--- src/rtl/alu_arbiter.sv ---
`default_nettype none
// ============================================================================
//  Module      : alu_arbiter
//  Description : Two-requester round-robin front end for a shared ALU.
//                Accepts one command, holds it on alu_cmd for a latency
//                that depends on the floating bit, captures the ALU result
//                and holds it until the consumer takes it.
//  Revision    : 1.0 - initial release
// ============================================================================
module alu_arbiter #(
    parameter int INT_LAT = 1,   // EXEC cycles for integer commands (1..16)
    parameter int FP_LAT  = 3    // EXEC cycles for floating commands (1..16)
) (
    input  logic           clk,
    input  logic           rst,
    input  logic [1:0]     req_valid,
    output logic [1:0]     req_ready,
    input  logic [269:0]   req_bits,
    output logic [134:0]   alu_cmd,
    input  logic [63:0]    alu_y,
    output logic           rsp_valid,
    input  logic           rsp_ready,
    output logic           rsp_id,
    output logic [63:0]    rsp_y,
    output logic           busy
);

    // Counter preload values: the counter runs LAT-1 .. 0, one EXEC cycle each.
    localparam logic [3:0] c_INT_CNT = 4'(INT_LAT - 1);
    localparam logic [3:0] c_FP_CNT  = 4'(FP_LAT - 1);

    // Bit position of the floating flag inside a 135-bit command slot.
    localparam int c_FP_BIT = 131;

    typedef enum logic [1:0] {
        S_IDLE = 2'd0,
        S_EXEC = 2'd1,
        S_RESP = 2'd2
    } state_t;

    state_t         r_state;
    state_t         w_state_nxt;
    logic           r_rr_ptr;
    logic [3:0]     r_cnt;

    logic           w_grant_vld;
    logic           w_grant_idx;
    logic [1:0]     w_req_ready;
    logic           w_accept;
    logic [134:0]   w_slot;
    logic           w_exec_done;

    // Grant selection: the round-robin favourite wins if valid, otherwise
    // the other requester if valid, so a lone requester never waits.
    always_comb begin
        w_grant_vld = 1'b0;
        w_grant_idx = r_rr_ptr;
        if (req_valid[r_rr_ptr]) begin
            w_grant_vld = 1'b1;
            w_grant_idx = r_rr_ptr;
        end else if (req_valid[~r_rr_ptr]) begin
            w_grant_vld = 1'b1;
            w_grant_idx = ~r_rr_ptr;
        end
    end

    // Ready is offered only in IDLE and only to the granted requester; it is
    // forced low while reset is asserted so nothing can be taken that cycle.
    always_comb begin
        w_req_ready = 2'b00;
        if ((r_state == S_IDLE) && !rst && w_grant_vld) begin
            w_req_ready[w_grant_idx] = 1'b1;
        end
    end

    assign req_ready   = w_req_ready;
    assign w_accept    = |(req_valid & w_req_ready);
    assign w_slot      = w_grant_idx ? req_bits[269:135] : req_bits[134:0];
    assign w_exec_done = (r_cnt == 4'd0);
    assign busy        = (r_state != S_IDLE) && !rst;

    // State register.
    always_ff @(posedge clk) begin
        if (rst) begin
            r_state <= S_IDLE;
        end else begin
            r_state <= w_state_nxt;
        end
    end

    // Next-state logic.
    always_comb begin
        w_state_nxt = r_state;
        case (r_state)
            S_IDLE: begin
                if (w_accept) begin
                    w_state_nxt = S_EXEC;
                end
            end
            S_EXEC: begin
                if (w_exec_done) begin
                    w_state_nxt = S_RESP;
                end
            end
            S_RESP: begin
                if (rsp_ready) begin
                    w_state_nxt = S_IDLE;
                end
            end
            default: w_state_nxt = S_IDLE;
        endcase
    end

    // Datapath: command latch, latency counter, response capture and the
    // round-robin pointer. Values not explicitly updated are retained.
    always_ff @(posedge clk) begin
        if (rst) begin
            r_rr_ptr  <= 1'b0;
            r_cnt     <= 4'd0;
            alu_cmd   <= '0;
            rsp_valid <= 1'b0;
            rsp_id    <= 1'b0;
            rsp_y     <= '0;
        end else begin
            case (r_state)
                S_IDLE: begin
                    if (w_accept) begin
                        alu_cmd  <= w_slot;
                        rsp_id   <= w_grant_idx;
                        r_rr_ptr <= ~w_grant_idx;
                        r_cnt    <= w_slot[c_FP_BIT] ? c_FP_CNT : c_INT_CNT;
                    end
                end
                S_EXEC: begin
                    if (w_exec_done) begin
                        rsp_y     <= alu_y;
                        rsp_valid <= 1'b1;
                    end else begin
                        r_cnt <= r_cnt - 4'd1;
                    end
                end
                S_RESP: begin
                    if (rsp_ready) begin
                        rsp_valid <= 1'b0;
                    end
                end
                default: begin
                    rsp_valid <= 1'b0;
                end
            endcase
        end
    end

endmodule
`default_nettype wire

--- config.mk ---
export PLATFORM = sky130hd
export DESIGN_NAME = alu_arbiter
export DESIGN_NICKNAME = d
export VERILOG_FILES = /design/src/rtl/alu_arbiter.sv
export SDC_FILE = /design/constraint.sdc
export NUM_CORES = 1
export LEC_CHECK = 0
export CORE_AREA = 2 2 213 215
export CTS_BUF_LIST = sky130_fd_sc_hd__clkbuf_16
export DETAILED_ROUTE_END_ITERATION = 7
export DIE_AREA = 0 0 215 217
export GPL_TIMING_DRIVEN = 0
export SLEW_MARGIN = 0
export SYNTH_ARGS = -nofsm -noshare
export SYNTH_HDL_FRONTEND = slang
export SYNTH_SLANG_ARGS = --single-unit
--- constraint.sdc ---
create_clock -name clk -period 1.5 [get_ports clk]
set_input_delay 0.15 -clock clk [delete_from_list [all_inputs] [get_ports clk]]
set_output_delay 0.15 -clock clk [all_outputs]
set_load 0.02 [all_outputs]
Word-level counts from Yosys, hierarchy flattened. Cells that the tools add are included.

Output and inout port bits: 204. Bits in registers: 208. Logic and storage cells: 60.

Eq/ne operators: 6. $add $sub $neg: 1. Muxes and demuxes: 23. Order comparisons: 4. Bitwise gates (word level): 4. Reductions and logical operators: 15.

Operators by type and width (number): 135-bit two-way mux (1); 1-bit two-way mux (11); 2-bit two-way mux (5); 3-bit AND reduction (3); 4-bit two-way mux (2); 2-bit inequality test (second input constant) (4); 4-bit case mux with 2 select lines (1); 1-bit by 2-bit less-than comparator with 1-bit output (second input constant) (3); 2-bit case mux with 3 select lines (1); 1-bit logical AND (4); 4-bit logical NOT (1); 2-bit AND reduction (2); 2-bit nonzero test (2); 4-bit by 1-bit subtractor with 4-bit output (second input constant) (1); 1-bit NOT (3); 1-bit case mux with 3 select lines (1); 2-bit bitwise AND (1); 2-bit by 1-bit == test with 1-bit output (second input constant) (1); 2-bit == test (second input constant) (1); 2-bit logical NOT (1); 2-bit OR reduction (1); 1-bit demux with 1-bit select (1); 1-bit greater-or-equal comparator (second input constant) (1); 1-bit logical NOT (1).

Depth between registers and ports, before layout.
Depth after elaboration: 14. Mapped depth: 8. Depth with buffers taken out: 6.

Least setup slack after synthesis. No wires, ideal clock.

Kind: reg2reg. From: register r_cnt[0]. To: register rsp_y[4]. Stages on the path, launching flop included: 9. Clock period less this slack: 1654 ps. Slack: -154 ps. Data arrival time: 1521 ps. Buffers on the path: 2. Setup time: 132 ps. Path through: dfxtp_1 > inv_1 > ha_1 > nand2b_1 > or3b_2 > buf_2 > buf_2 > nand2_1 > a21oi_1.

Longest elaborated chain between the ends: 2.

Ends and longest elaborated chain: from (decl) (RTL line 44) `logic [3:0] r_cnt;`; from (signal assigned) (RTL line 131) `r_cnt <= w_slot[c_FP_BIT] ? c_FP_CNT : c_INT_CNT;`; from (signal assigned) (RTL line 139) `r_cnt <= r_cnt - 4'd1;`; 4-bit logical NOT (RTL line 79) `assign w_exec_done = (r_cnt == 4'd0);`; 2-bit AND reduction (no line); to (signal assigned) (RTL line 136) `rsp_y <= alu_y;`; to (decl) (RTL line 24) `output logic [63:0] rsp_y,`.

Every way passes these cells. A chain may end at the register's enable or synchronous reset.

Final worst setup path.
From: register r_rr_ptr. To: output port req_ready[0].

Longest elaborated chain between the ends: 9. Elaborated cells between the ends (all ways): 16. Classes of those cells: 2 x order compare; 11 x mux; 1 x bitwise; 2 x reduce/logical.

Ends and longest elaborated chain: from (decl) (RTL line 43) `logic r_rr_ptr;`; from (signal assigned) (RTL line 130) `r_rr_ptr <= ~w_grant_idx;`; 1-bit two-way mux (implied by the code) (2 in a row) (RTL line 61) `end else if (req_valid[~r_rr_ptr]) begin`; 1-bit two-way mux (RTL line 61); 1-bit two-way mux (RTL line 58) `if (req_valid[r_rr_ptr]) begin`; 1-bit by 2-bit less-than comparator with 1-bit output (implied by the code) or 1-bit greater-or-equal comparator (tied branches) (RTL line 72) `w_req_ready[w_grant_idx] = 1'b1;`; 1-bit logical AND (implied by the code) (RTL line 72); 1-bit two-way mux (implied by the code) (RTL line 72); 1-bit demux with 1-bit select (RTL line 72); 2-bit two-way mux (*) (RTL line 71) `if ((r_state == S_IDLE) && !rst && w_grant_vld) begin`; to (decl) (RTL line 17) `output logic [1:0] req_ready,`.

Mark *: on every way between the ends. The rest lies on a longest branch, timed or not. The select of a mux whose other input is x is not followed.

==> results.cfg <==
[worst_hold_path]
hp-start = req_bits[108]
hold_path_class = in2reg
hold_path_depth = 3
worstHoldEndpoint = alu_cmd[108]$_SDFFE_PP0P_

[critical_path]
endpoint_kind = primary output
regToRegStartpoint = r_state[0]$_SDFFE_PP0P_
cp_max_fo = 3
rr_endpoint = rsp_y[22]$_SDFFE_PP0P_
start_kind = register
worstPathArrival_ps = 1600
cp.required_ps = 1350
r2r_slack_ps = -250
reg2reg_depth = 8
worstSetupPathType = reg2out

[clocking]
clk_latency_ps = 540
clock-sinks = 208
cts_tree = built
clockRootBuffer = clkbuf_16
hold_buffers = 0
htree_levels = 1
clockBufferDepth = 3
cts.clk_slew.worst_paths_ps = 60
cts-buffers-inserted = 25

[detailed_routing]
post-route-drc-count = 0
drt-pass1-iter-count = 5
drt_iter0_drc = 379
antenna_left = 0
wl_per_cell_um = 20.3
vias = 10700
via_per_inst = 4.55
routed_wl_mm = 47.9

[floorplan]
num_io_pins = 543
die_area_um2 = 46700
initial_core_util_pct = 19.0
die_w_um = 215
die_height_um = 217
rows = 78
core_area_um2 = 44700

[placed_design]
place_congestion = 0.970
portBuffers = 541
dp_hpwl_mm = 32.1

[global_routing]
grt_pass1_vias = 10800
antenna_found_initial = 5
gr-total-overflow = 0
grt_pass1_wl_mm = 65.2
grt_usage_pct = 18.1
grt_start_max_net_pins = 12

[sta]
tightest_slew_ps = 908
finalSetupViolations = 178
tns_ps = -17320
finalCriticalPeriod_ps = 1750
slew_viol_final = 0
rsz0062_at_grt = true
timing_hold_violations_final = 0
finalWorstSetupSlack_ps = -254
slew_headroom_pct = 39.5
fmax_ghz = 0.570
hold_slack_ps = 157
post-route-period-util_pct = 117
fin_skew_ps = 9.46

[layout]
area_growth_pct = 125
drive_above_1_share_pct = 35.2
final_util_pct = 42.8
nNetsFinal = 2083
most-common-layout-cells = 335 x clkdlybuf4s50_1, 203 x dfxtp_1, 199 x dlygate4sd2_1, 188 x nand2_1, 119 x a21oi_2
final_common_cell = clkdlybuf4s50_1

[synth]
synth_top_area_cell = dfxtp_1
netlist_area_um2 = 8480
synth_top_area_share_pct = 49.1
synth_fp_nets = 1426
yosysWarningCount = 0
synth_cell_type_count = 32
yosysSeqAreaShare_pct = 49.1
syn_area_per_cell_um2 = 7.82
ys_seq_elements = 208
netlist_instances = 1085
synth.area.top_cells = dfxtp_1 49%, a21oi_1 12%, nand2_1 12%

[job]
maxCapViolCount = 0

[power]
power_density_nw_per_um2 = 1210
ir_drop_mv = 0.676
power_leakage_nw = 7.86

[outcome]
violations = negative setup slack
status = finished with violations
-- state kept, by name (all words and copies together), names as in the netlist --
signal	flops
alu_cmd	135
r_state	2
r_rr_ptr	1
rsp_valid	1
rsp_y	64
r_cnt	4
rsp_id	1
-- report_power, final --
part	internal [mW]	total, mW	switching, mW
clock	2.98	5.45	2.47
combinational	5.16	10.7	5.52
sequential	6.39	7.08	0.694
-- what timing repair did --
item                       CTS  global route
resized for setup          611           427
setup endpoints to repair  411           208
setup buffers               38            36
cloned                      16            16
pin swaps                  168           101
-- worst max-delay path: stages, from the launching register on --
cell,delay [ps]
dfxtp_4,360
a21o_2,240
buf_12,140
nor3_4,170
buf_6,150
-- how the worst max path moves through the flow --
stage,startpoint,to,slack [ps],cells past startpoint
2_1_floorplan,r_cnt[0]$_SDFFE_PP0P_,rsp_y[4]$_SDFFE_PP0P_,-20,8
3_3_place_gp,req_valid[0],req_ready[1],-1460,6
3_5_place_dp,req_valid[0],req_ready[1],-1490,6
4_1_cts,r_rr_ptr$_SDFFE_PP0P_,req_ready[0],-310,5
5_1_grt,r_state[0]$_SDFFE_PP0P_,rsp_y[22]$_SDFFE_PP0P_,-310,8
6_report,r_rr_ptr$_SDFFE_PP0P_,req_ready[0],-250,4
-- logic make-up (layout without fill, tap and decap cells) --
family / Yosys count / count (layout) / share of synthesized area (%)
fa+ha+maj: 2 / 2 / 0.295
simple gates: 424 / 424 / 19.3
compound gates: 348 / 348 / 25.7
other cells: 0 / 1 / 0
buf+inv: 101 / 774 / 5.40
xor+xnor: 2 / 2 / 0.206
flops: 208 / 208 / 49.1
-- metal layers --
layer | vias up | track usage [%] | part of all wire (%)
li1 | 5034 | - | -
met1 | 5121 | 19.7 | 38
met2 | 484 | 33.5 | 51
met3 | 89 | 4.50 | 6.9
met4 | 0 | 7.13 | 3.3
met5 | - | 0 | 0
-- per-stage QoR --
| stage | power [mW] | cell area (µm²) | setup slack, ps | instances |
|---|---|---|---|---|
| floorplan | 10.5 | 8510 | -21.0 | 1085 |
| finish | 23.2 | 19100 | -254 | 2359 |
| detailed placement | 14.2 | 14700 | -1490 | 2226 |
| global route | 24.3 | 19100 | -314 | 2359 |
| CTS | 21.3 | 17200 | -311 | 2322 |
| global placement | 14.1 | 14700 | -1460 | 2226 |
-- synthesized netlist by cell type --
cell,instances
or3_1,1
a21o_1,1
o21a_1,1
clkbuf_1,47
nand2b_1,2
or3b_2,1
xor2_1,2
nor2b_1,1
o21ba_2,1
and2b_1,1
nor3b_1,1
a21oi_2,1
o211ai_1,2
nand2_1,266
nor2b_2,1
nor2_1,141
inv_1,3
o21ai_0,2
nand3_1,1
a21oi_1,203
buf_2,39
buf_1,5
dfxtp_1,208
nand4b_1,1
a211oi_2,16
nor3_1,6
buf_6,1
and3_1,1
o21ai_2,1
a211oi_1,120
buf_4,6
ha_1,2
-- final cells by class --
| class | count | area, µm² |
|---|---|---|
| sequential | 208 | 4180 |
| clock buffer | 25 | 626 |
| fill | 4331 | 25600 |
| inverter | 3 | 11.3 |
| multi-input combinational | 776 | 5890 |
| buffer | 93 | 982 |
| tap | 600 | 751 |
| antenna | 1 | 2.50 |
| clock inverter | 18 | 72.6 |
| timing repair buffer | 635 | 6600 |
(Power assumes the default switching activity.)
